--- src/rtl/otbn_edn_arb.sv ---
// otbn_edn_arb: arbitrates one EDN endpoint between RND and URND, packs eight EDN words
// into one WLEN word and hands it to the granted requester with a one-cycle ack.
module otbn_edn_arb #(
    parameter int WLEN         = 256,
    parameter int EdnWordWidth = 32
) (
    input  logic                    clk_i,
    input  logic                    rst_ni,
    input  logic                    rnd_req_i,
    output logic                    rnd_ack_o,
    output logic [WLEN-1:0]         rnd_data_o,
    input  logic                    urnd_req_i,
    output logic                    urnd_ack_o,
    output logic [WLEN-1:0]         urnd_data_o,
    output logic                    edn_req_o,
    input  logic                    edn_ack_i,
    input  logic [EdnWordWidth-1:0] edn_data_i
);
    localparam int NWords = WLEN / EdnWordWidth;
    localparam int CntW   = $clog2(NWords);

    typedef enum logic [1:0] {IDLE, FILL, ACK} state_e;

    state_e            r_state;
    logic              r_grant;
    logic              r_last;
    logic              r_edn_req;
    logic              r_rnd_ack;
    logic              r_urnd_ack;
    logic [CntW-1:0]   r_cnt;
    logic [WLEN-1:0]   r_buf;
    logic              w_hs;
    logic              w_last_word;
    logic              w_gnt_urnd;

    assign w_hs        = (r_state == FILL) && edn_ack_i;
    assign w_last_word = w_hs && (r_cnt == CntW'(NWords - 1));
    // r_grant/r_last: 0 = RND, 1 = URND; on a tie the one not served last wins
    assign w_gnt_urnd  = urnd_req_i && !(rnd_req_i && r_last);

    always_ff @(posedge clk_i or negedge rst_ni) begin
        if (!rst_ni) begin
            r_state    <= IDLE;
            r_grant    <= 1'b0;
            r_last     <= 1'b1;
            r_edn_req  <= 1'b0;
            r_rnd_ack  <= 1'b0;
            r_urnd_ack <= 1'b0;
            r_cnt      <= '0;
            r_buf      <= '0;
        end else begin
            case (r_state)
                IDLE: begin
                    if (rnd_req_i || urnd_req_i) begin
                        r_state   <= FILL;
                        r_grant   <= w_gnt_urnd;
                        r_edn_req <= 1'b1;
                    end
                end
                FILL: begin
                    if (w_hs) begin
                        r_buf[int'(r_cnt)*EdnWordWidth +: EdnWordWidth] <= edn_data_i;
                        r_cnt <= r_cnt + 1'b1;
                    end
                    if (w_last_word) begin
                        r_state    <= ACK;
                        r_edn_req  <= 1'b0;
                        r_rnd_ack  <= !r_grant;
                        r_urnd_ack <= r_grant;
                    end
                end
                ACK: begin
                    r_state    <= IDLE;
                    r_rnd_ack  <= 1'b0;
                    r_urnd_ack <= 1'b0;
                    r_last     <= r_grant;
                    r_buf      <= '0;
                end
                default: r_state <= IDLE;
            endcase
        end
    end

    assign edn_req_o   = r_edn_req;
    assign rnd_ack_o   = r_rnd_ack;
    assign urnd_ack_o  = r_urnd_ack;
    assign rnd_data_o  = (r_state == ACK) ? r_buf : '0;
    assign urnd_data_o = (r_state == ACK) ? r_buf : '0;

    a_one_ack: assert property (@(posedge clk_i) disable iff (!rst_ni)
        !(rnd_ack_o && urnd_ack_o));
    a_req_in_fill: assert property (@(posedge clk_i) disable iff (!rst_ni)
        (r_state == FILL) |-> edn_req_o);
    a_rnd_held: assert property (@(posedge clk_i) disable iff (!rst_ni)
        (r_state == FILL && !r_grant) |-> rnd_req_i);
    a_urnd_held: assert property (@(posedge clk_i) disable iff (!rst_ni)
        (r_state == FILL && r_grant) |-> urnd_req_i);
endmodule

--- config.mk ---
export PLATFORM = sky130hd
export DESIGN_NAME = otbn_edn_arb
export DESIGN_NICKNAME = d
export VERILOG_FILES = /design/src/rtl/otbn_edn_arb.sv
export SDC_FILE = /design/constraint.sdc
export NUM_CORES = 1
export LEC_CHECK = 0
export BUFFER_PORTS_ARGS = -buffer_cell sky130_fd_sc_hd__buf_4
export CAP_MARGIN = 40
export CORE_AREA = 2 2 216 218
export CTS_BUF_LIST = sky130_fd_sc_hd__clkbuf_2 sky130_fd_sc_hd__clkbuf_4 sky130_fd_sc_hd__clkbuf_8
export DETAILED_ROUTE_END_ITERATION = 16
export DIE_AREA = 0 0 218 220
export PLACE_DENSITY = 0.57
export SLEW_MARGIN = 20
export SYNTH_ARGS = -nofsm -noshare
export SYNTH_HDL_FRONTEND = slang
export SYNTH_SLANG_ARGS = --single-unit
--- constraint.sdc ---
create_clock -name clk_i -period 2.7 [get_ports clk_i]
set_input_delay 0.405 -clock clk_i [delete_from_list [all_inputs] [get_ports clk_i]]
set_output_delay 0.405 -clock clk_i [all_outputs]
set_load 0.01 [all_outputs]
==> results of run 1 <==
sequential cells by signal, summed over array words and instances (netlist names):
signal,flops
edn_req_o,1
r_buf,256
r_cnt,3
r_grant,1
r_last,1
r_state,2
rnd_ack_o,1
urnd_ack_o,1
final timing paths:
| path | to | depth (start not counted) | slack [ns] | from |
|---|---|---|---|---|
| min in group asynchronous | r_buf[117]$_DFFE_PN0P_ | 2 | 0.42 | rst_ni |
| worst max-delay path | urnd_data_o[189] | 4 | 0.04 | r_state[0]$_DFFE_PN0P_ |
| worst max register to register | r_buf[128]$_DFFE_PN0P_ | 7 | 0.15 | r_cnt[1]$_DFFE_PN0P_ |
| worst min register to register | r_last$_DFFE_PN1P_ | 2 | 0.46 | r_last$_DFFE_PN1P_ |
| max in group asynchronous | r_buf[185]$_DFFE_PN0P_ | 3 | 1.52 | rst_ni |
| worst min-delay path | r_grant$_DFFE_PN0P_ | 3 | 0.14 | urnd_req_i |
stage by stage:
| stage | setup WS [ns] | hold slack [ns] | setup TNS, ns | std cells |
|---|---|---|---|---|
| after CTS | 0.00418 | 0.0972 | 0 | 2517 |
| after floorplan | 0.324 | 0.109 | 0 | 1617 |
| final | 0.0405 | 0.143 | 0 | 2518 |
| after global routing | -0.0686 | 0.118 | -1.66 | 2518 |
| after detailed placement | 0.201 | 0.447 | 0 | 2434 |
| after global placement | 0.297 | 0.441 | 0 | 2434 |
cell usage in the layout, fill, tap and decap left out, drive strengths merged, types with 3 or more instances in the layout:
master / Yosys / layout
inv: 35 / 35
nor2: 4 / 4
and2: 257 / 257
nor3: 6 / 6
clkinv: 0 / 4
clkbuf: 79 / 77
nand3: 33 / 33
dfrtp: 265 / 265
a21oi: 3 / 3
nand2: 253 / 253
a32o: 12 / 12
nand4b: 96 / 96
mux2i: 244 / 244
ha: 7 / 7
buf: 300 / 589
repair_timing:
action,4_1_cts,5_1_grt
endpoints found under the setup margin,4,68
gates cloned,0,1
gates resized for setup,3,0
hold buffers,2,0
hold endpoints to repair,67,0
worst max-delay path: cells and delay by family, from the launching register on:
family | cells | cell delay (ns)
and+or+nand+nor | 2 | 0.72
DFF | 1 | 0.50
buffers and inverters | 2 | 0.45
cell type report:
class                           instances  area share [%]
Sequential cell                       266            33.7
Multi-Input combinational cell        937            33.2
Timing Repair Buffer                  592            23.7
Clock buffer                           76            4.76
Tap cell                              607            3.85
Inverter                               35           0.666
Clock inverter                          5           0.140
layer usage:
layer  GRT usage [%]  routed length [um]  vias up
li1                -                   -     5585
met1            29.5               24100     6056
met2            36.9               27100      435
met3            3.00                2660       77
met4            7.62                1730        0
met5               0                   0        -
logic make-up (layout without fill, tap and decap cells):
kind of cell / count (synthesis) / in the layout / synth area share (%)
flops: 266 / 266 / 42.1
mux: 244 / 244 / 15.4
simple gates: 665 / 665 / 23.9
compound gates: 20 / 20 / 1.09
fa+ha+maj: 7 / 7 / 0.554
xor+xnor: 1 / 1 / 0.0554
buf+inv: 414 / 708 / 16.8
cells in the mapped netlist (2+ instances only):
library cell	n	area share, %
mux2i_1	244	15
buf_1	3	0.071
nand4b_4	2	0.30
and2_1	257	10
a32o_1	12	0.76
buf_2	20	0.63
nand4_2	2	0.16
or2_2	2	0.079
nand3_1	33	1.0
nor2b_1	2	0.079
nor3_1	6	0.19
nor2_1	4	0.095
buf_12	3	0.38
nand2_1	253	6.0
a21oi_1	3	0.095
nand2b_1	2	0.079
ha_1	7	0.55
dfrtp_1	265	42
inv_1	35	0.83
clkbuf_1	79	1.9
buf_4	273	13
nand4b_1	94	5.2
power groups by stage:
stage | Clock [uW] | Sequential [uW] | Combinational (uW)
after floorplan | 0 | 6400 | 4080
after global placement | 0 | 6830 | 5350
after detailed placement | 0 | 6840 | 5550
after CTS | 3970 | 6810 | 5560
after global routing | 4170 | 7010 | 6100
final | 3860 | 6800 | 5510
==> results.md, run 1 <==
- Status: completed
- Die H: 220 um
- Routability cong.: 0.789
- CP endpoint kind: output pin
- Distinct cells, synth: 38
- Slew Limit Headroom: 49.2%
- CTS Buf Count: 46
- Die area: 48000 um2
- Combinational share of power: 34.1%
- Max VDD drop: 0.324 mV
- Worst slew pin tran: 0.756 ns
- Post-route DRC: 0
- CTS tree: yes
- Tot Pwr: 16200 uW
- Design area: 19700 um2
- Largest net degree at the start of global routing: 111
- Vias in the first global route: 11900
- Sequential area share after synthesis: 42.1%
- Final setup violation count: 0
- Vias per std cell: 4.83
- Core Region: 45900 um2
- Die width: 218 um
- Vias: 12200
- GR Util All Layers: 22.1%
- Unrepaired setup endpoints after global routing: yes
- 1st-pass router iterations: 5
- Register area: 6660 um2
- 1st-iter DRT viols: 668
- Fill cells: 4485
- Clk slew on worst S/H paths: 0.06 ns
- Initial antenna violation count: 1
- Post-synth EDFFs: 0
- Slowest Stage Delay on Critical Path: 0.50 ns
- Post-Syn Instances: 1617
- Row count: 79
- Slowest CP cell: dfrtp_1
- Int Pwr: 10300 uW
- Max Root-Sink Buffers: 3
- Clock share of power: 23.9%
- Latest clock arrival within the worst-skew pair: 0.57 ns
- Seq cells post-synth: 266
- Setup Crit Path Kind: reg -> out
- H-tree depth: 2
- Count of final hold-check violations: 0
- IO Pins: 552
- Syn avg cell area: 9.78 um2
- IO buf count: 551
- CP cell instances: and2b_4 > buf_12 > and2_1 > buf_4
- Final worst path period share: 98.5%
- Layout cell share with drive strength beyond 1: 36.0%
- CP startpoint kind: register
- WP data arrival: 2.25 ns
- WP data required: 2.30 ns
- Lkg Pwr: 0.0114 uW
- Synth-to-layout area growth: 24.8%
- Slew Viols, Final: 0
- Max FO, Critical Path: 94
- Postcts setup bufs: 0
- Final min period: 2.66 ns
- Routed length per instance: 22.1 um
- Power per cell area: 820 nW/um2
- Antenna-violating nets left: 0
- Area of the multi-input gates: 6540 um2
- WL final: 55700 um
- Clk_skew: 0.0279 ns
- Global-route wire length before repair: 78500 um
- Fin nets: 1922
- Grt ovf: 0
- Sw Share: 36.1%
- Root Driver: clkbuf_8
- CTS sink cnt: 266
- FMAX: 376 MHz
- MaxCap Viol Count: 0
- Starting Density: 34.5%
- Ys async rst share: 100%
- Top_reg_cell synth: dfrtp_1
- Syn_nets: 1661
- # diodes: 0
- Placed inst area: 18700 um2
- Mapped Area: 15800 um2
- Warnings, synthesis: 0
- Dpl hpwl: 38500 um
- Sw Pwr: 5840 uW
- Finished Core Util: 43.0%
- Worst hold path type: in -> reg
- Flop pwr share: 42.1%
No activity file was read; power rests on OpenSTA's default activity.
==> run 2, diff against run 1 <==
--- a/config.mk
+++ b/config.mk
@@ -7,11 +7,11 @@
 export LEC_CHECK = 0
 export BUFFER_PORTS_ARGS = -buffer_cell sky130_fd_sc_hd__buf_4
 export CAP_MARGIN = 40
-export CORE_AREA = 2 2 216 218
+export CORE_AREA = 4 4 212 214
 export CTS_BUF_LIST = sky130_fd_sc_hd__clkbuf_2 sky130_fd_sc_hd__clkbuf_4 sky130_fd_sc_hd__clkbuf_8
 export DETAILED_ROUTE_END_ITERATION = 16
-export DIE_AREA = 0 0 218 220
-export PLACE_DENSITY = 0.57
+export DIE_AREA = 0 0 216 218
+export PLACE_DENSITY = 0.6
 export SLEW_MARGIN = 20
 export SYNTH_ARGS = -nofsm -noshare
 export SYNTH_HDL_FRONTEND = slang
==> run 2 against run 1 <==
  * Final area about the same
  * Clock skew decreased by 0.0096 ns
  * Sequential power about the same
  * First-iteration DRC count increased by 1.2%
  * Register-to-register slack improved by 0.04 ns
  * Via count increased by 0.12%
  * Clock power about the same
  * Global-route usage increased by 0.28 points
  * Combinational power decreased by 1%
  * Cell count decreased by 0.68%
  * Highest routed layer unchanged
==> results.md, run 2 (synthesis results as in run 1) <==
- Hold_sp: urnd_req_i (unchanged)
- Number of flip-flops in the largest register: 256 (unchanged)
- Routed length per instance: 22.1 um (about the same)
- Fill cells: 4038 (was 4485)
- H-tree depth: 2 (unchanged)
- Post-route DRC: 0 (unchanged)
- # diodes: 0 (unchanged)
- Int Pwr: 10300 uW (about the same)
- CP cell instances: and2b_4 > buf_12 > and2_1 > buf_4 (unchanged)
- Worst setup margin: 0.0963 ns (was 0.0405 ns)
- Max Root-Sink Buffers: 3 (unchanged)
- WP data required: 2.30 ns (about the same)
- GR Util All Layers: 22.4% (was 22.1%)
- Slew Limit Headroom: 49.0% (was 49.2%)
- MaxCap Viol Count: 0 (unchanged)
- Initial antenna violation count: 0 (was 1)
- Global-route wire length before repair: 80600 um (was 78500 um)
- Lkg Pwr: 0.0114 uW (about the same)
- Register area: 6660 um2 (about the same)
- Layout cell share with drive strength beyond 1: 37.3% (was 36.0%)
- Worst Hold Slack: 0.141 ns (was 0.143 ns)
- Final worst path period share: 96.4% (was 98.5%)
- Clock share of power: 24.0% (was 23.9%)
- Root Driver: clkbuf_8 (unchanged)
- Latest clock arrival within the worst-skew pair: 0.58 ns (was 0.57 ns)
- Vias per std cell: 4.86 (was 4.83)
- Slowest Stage Delay on Critical Path: 0.47 ns (was 0.50 ns)
- Die H: 218 um (was 220 um)
- Worst R2R Setup Slack: 0.19 ns (was 0.15 ns)
- Worst slew pin tran: 0.766 ns (was 0.756 ns)
- Core Region: 42900 um2 (was 45900 um2)
- Routability cong.: 0.803 (was 0.789)
- Dpl hpwl: 38900 um (was 38500 um)
- Regs by FF count: r_buf: 256 flops, r_cnt: 3 flops, r_state: 2 flops (unchanged)
- Most frequent cells in the layout: 575 x buf_4, 264 x dfrtp_1, 252 x nand2_1, 244 x mux2i_1, 235 x and2_1 (was 572 x buf_4, 265 x dfrtp_1, 256 x and2_1, 252 x nand2_1, 244 x mux2i_1)
- Count of final hold-check violations: 0 (unchanged)
- 1st-iter DRT viols: 676 (was 668)
- Row count: 76 (was 79)
- WL final: 55400 um (was 55700 um)
- Flop pwr share: 42.3% (was 42.1%)
- Final min period: 2.60 ns (was 2.66 ns)
- Setup WS pre-CTS: 0.211 ns (was 0.201 ns)
- Crit Reg-Reg Endpoint: r_buf[147]$_DFFE_PN0P_ (was r_buf[128]$_DFFE_PN0P_)
- CTS tree: yes (unchanged)
- Largest net degree at the start of global routing: 132 (was 111)
- Die width: 216 um (was 218 um)
- Fin nets: 1924 (was 1922)
- Grt ovf: 0 (unchanged)
- CTS Buf Count: 47 (was 46)
- Worst hold path type: in -> reg (unchanged)
- Final setup violation count: 0 (unchanged)
- Vias: 12200 (about the same)
- FMAX: 384 MHz (was 376 MHz)
- CP startpoint kind: register (unchanged)
- 1st-pass router iterations: 6 (was 5)
- Sw Pwr: 5790 uW (was 5840 uW)
- Setup Crit Path Kind: reg -> out (unchanged)
- Max FO, Critical Path: 131 (was 94)
- Max VDD drop: 0.363 mV (was 0.324 mV)
- Status: completed (unchanged)
- Vias in the first global route: 12500 (was 11900)
- Sw Share: 36.0% (was 36.1%)
- Area of the multi-input gates: 6580 um2 (was 6540 um2)
- Commonest non-fill, non-tap cell in the layout: buf_4 (unchanged)
- WP data arrival: 2.20 ns (was 2.25 ns)
- Slowest CP cell: dfrtp_2 (was dfrtp_1)
- Antenna-violating nets left: 0 (unchanged)
- Largest reg by FF count: r_buf (unchanged)
- Die area: 47100 um2 (was 48000 um2)
- Starting Density: 36.9% (was 34.5%)
- Bufs and invs on worst path: 2 (unchanged)
- R2r worst-path depth: 7 (unchanged)
- Kind of cell adding the most delay to the critical path: simple AND/OR/NAND/NOR gates (unchanged)
- Power per cell area: 816 nW/um2 (was 820 nW/um2)
- IO Pins: 552 (unchanged)
- Slew Viols, Final: 0 (unchanged)
- Synth-to-layout area growth: 24.8% (about the same)
- Hold endpoint: r_grant$_DFFE_PN0P_ (unchanged)
- Clk slew on worst S/H paths: 0.06 ns (about the same)
- Hold depth: 3 (unchanged)
- Crit Reg-Reg Startpoint: r_cnt[1]$_DFFE_PN0P_ (unchanged)
- Combinational share of power: 33.8% (was 34.1%)
- CP endpoint kind: output pin (unchanged)
- Clk_skew: 0.0183 ns (was 0.0279 ns)
- CTS sink cnt: 266 (unchanged)
- IO buf count: 551 (unchanged)
- Crit path from: r_state[0]$_DFFE_PN0P_ (unchanged)
- Unrepaired setup endpoints after global routing: yes (unchanged)
## run 2: final cells by class
class / count / share of cell area, %
Inverter: 35 / 0.666
Clock buffer: 78 / 4.71
Sequential cell: 266 / 33.7
Multi-Input combinational cell: 937 / 33.4
Tap cell: 585 / 3.71
Timing Repair Buffer: 593 / 23.6
Clock inverter: 7 / 0.216
## run 2: repair_timing
action / in CTS / in global routing
endpoints found under the setup margin: 22 / 252
endpoints found under the hold margin: 81 / 0
resized for setup: 8 / 17
hold buffers: 2 / 0
gates cloned: 0 / 0
buffers inserted: 0 / 0
## run 2: power by group through the flow
stage          combinational [uW]  clock (uW)  sequential (uW)
2_1_floorplan                4080           0             6400
3_3_place_gp                 5290           0             6800
3_5_place_dp                 5510           0             6820
4_1_cts                      5530        3980             6790
5_1_grt                      6070        4160             7010
6_report                     5440        3860             6800
## run 2: how the worst max path moves through the flow
stage	to	slack, ns	depth (start not counted)
after floorplan	r_buf[130]$_DFFE_PN0P_	0.32	10
after global routing	urnd_data_o[58]	-0.05	4
after global placement	r_buf[192]$_DFFE_PN0P_	0.25	6
after detailed placement	r_buf[146]$_DFFE_PN0P_	0.21	7
after CTS	rnd_data_o[58]	-0.01	4
final	rnd_data_o[58]	0.1	4
## run 2: worst register-to-register path: stages (launching register included)
cell,delay (ns)
dfrtp_1,0.46
inv_1,0.09
ha_1,0.24
ha_1,0.32
o31ai_1,0.09
or4_2,0.61
buf_4,0.33
mux2i_1,0.22
## run 2: routing by layer
metal | up-vias | GRT usage [%] | routed length (um)
li1 | 5596 | - | -
met5 | - | 0 | 0
met2 | 462 | 38.3 | 27000
met4 | 0 | 7.21 | 1700
met1 | 6042 | 29.2 | 23300
met3 | 67 | 3.65 | 3320
## run 2: stage by stage
| step | area [um2] | TNS [ns] | utilization, % | instances | total power (uW) |
|---|---|---|---|---|---|
| after detailed placement | 18700 | 0 | 43.6 | 2414 | 12300 |
| after CTS | 19700 | -0.0194 | 45.9 | 2501 | 16300 |
| final | 19700 | 0 | 46.0 | 2501 | 16100 |
| after global placement | 18700 | 0 | 43.5 | 2413 | 12100 |
| after floorplan | 15800 | 0 | - | 1617 | 10500 |
| after global routing | 19700 | -0.477 | 46.0 | 2501 | 17200 |
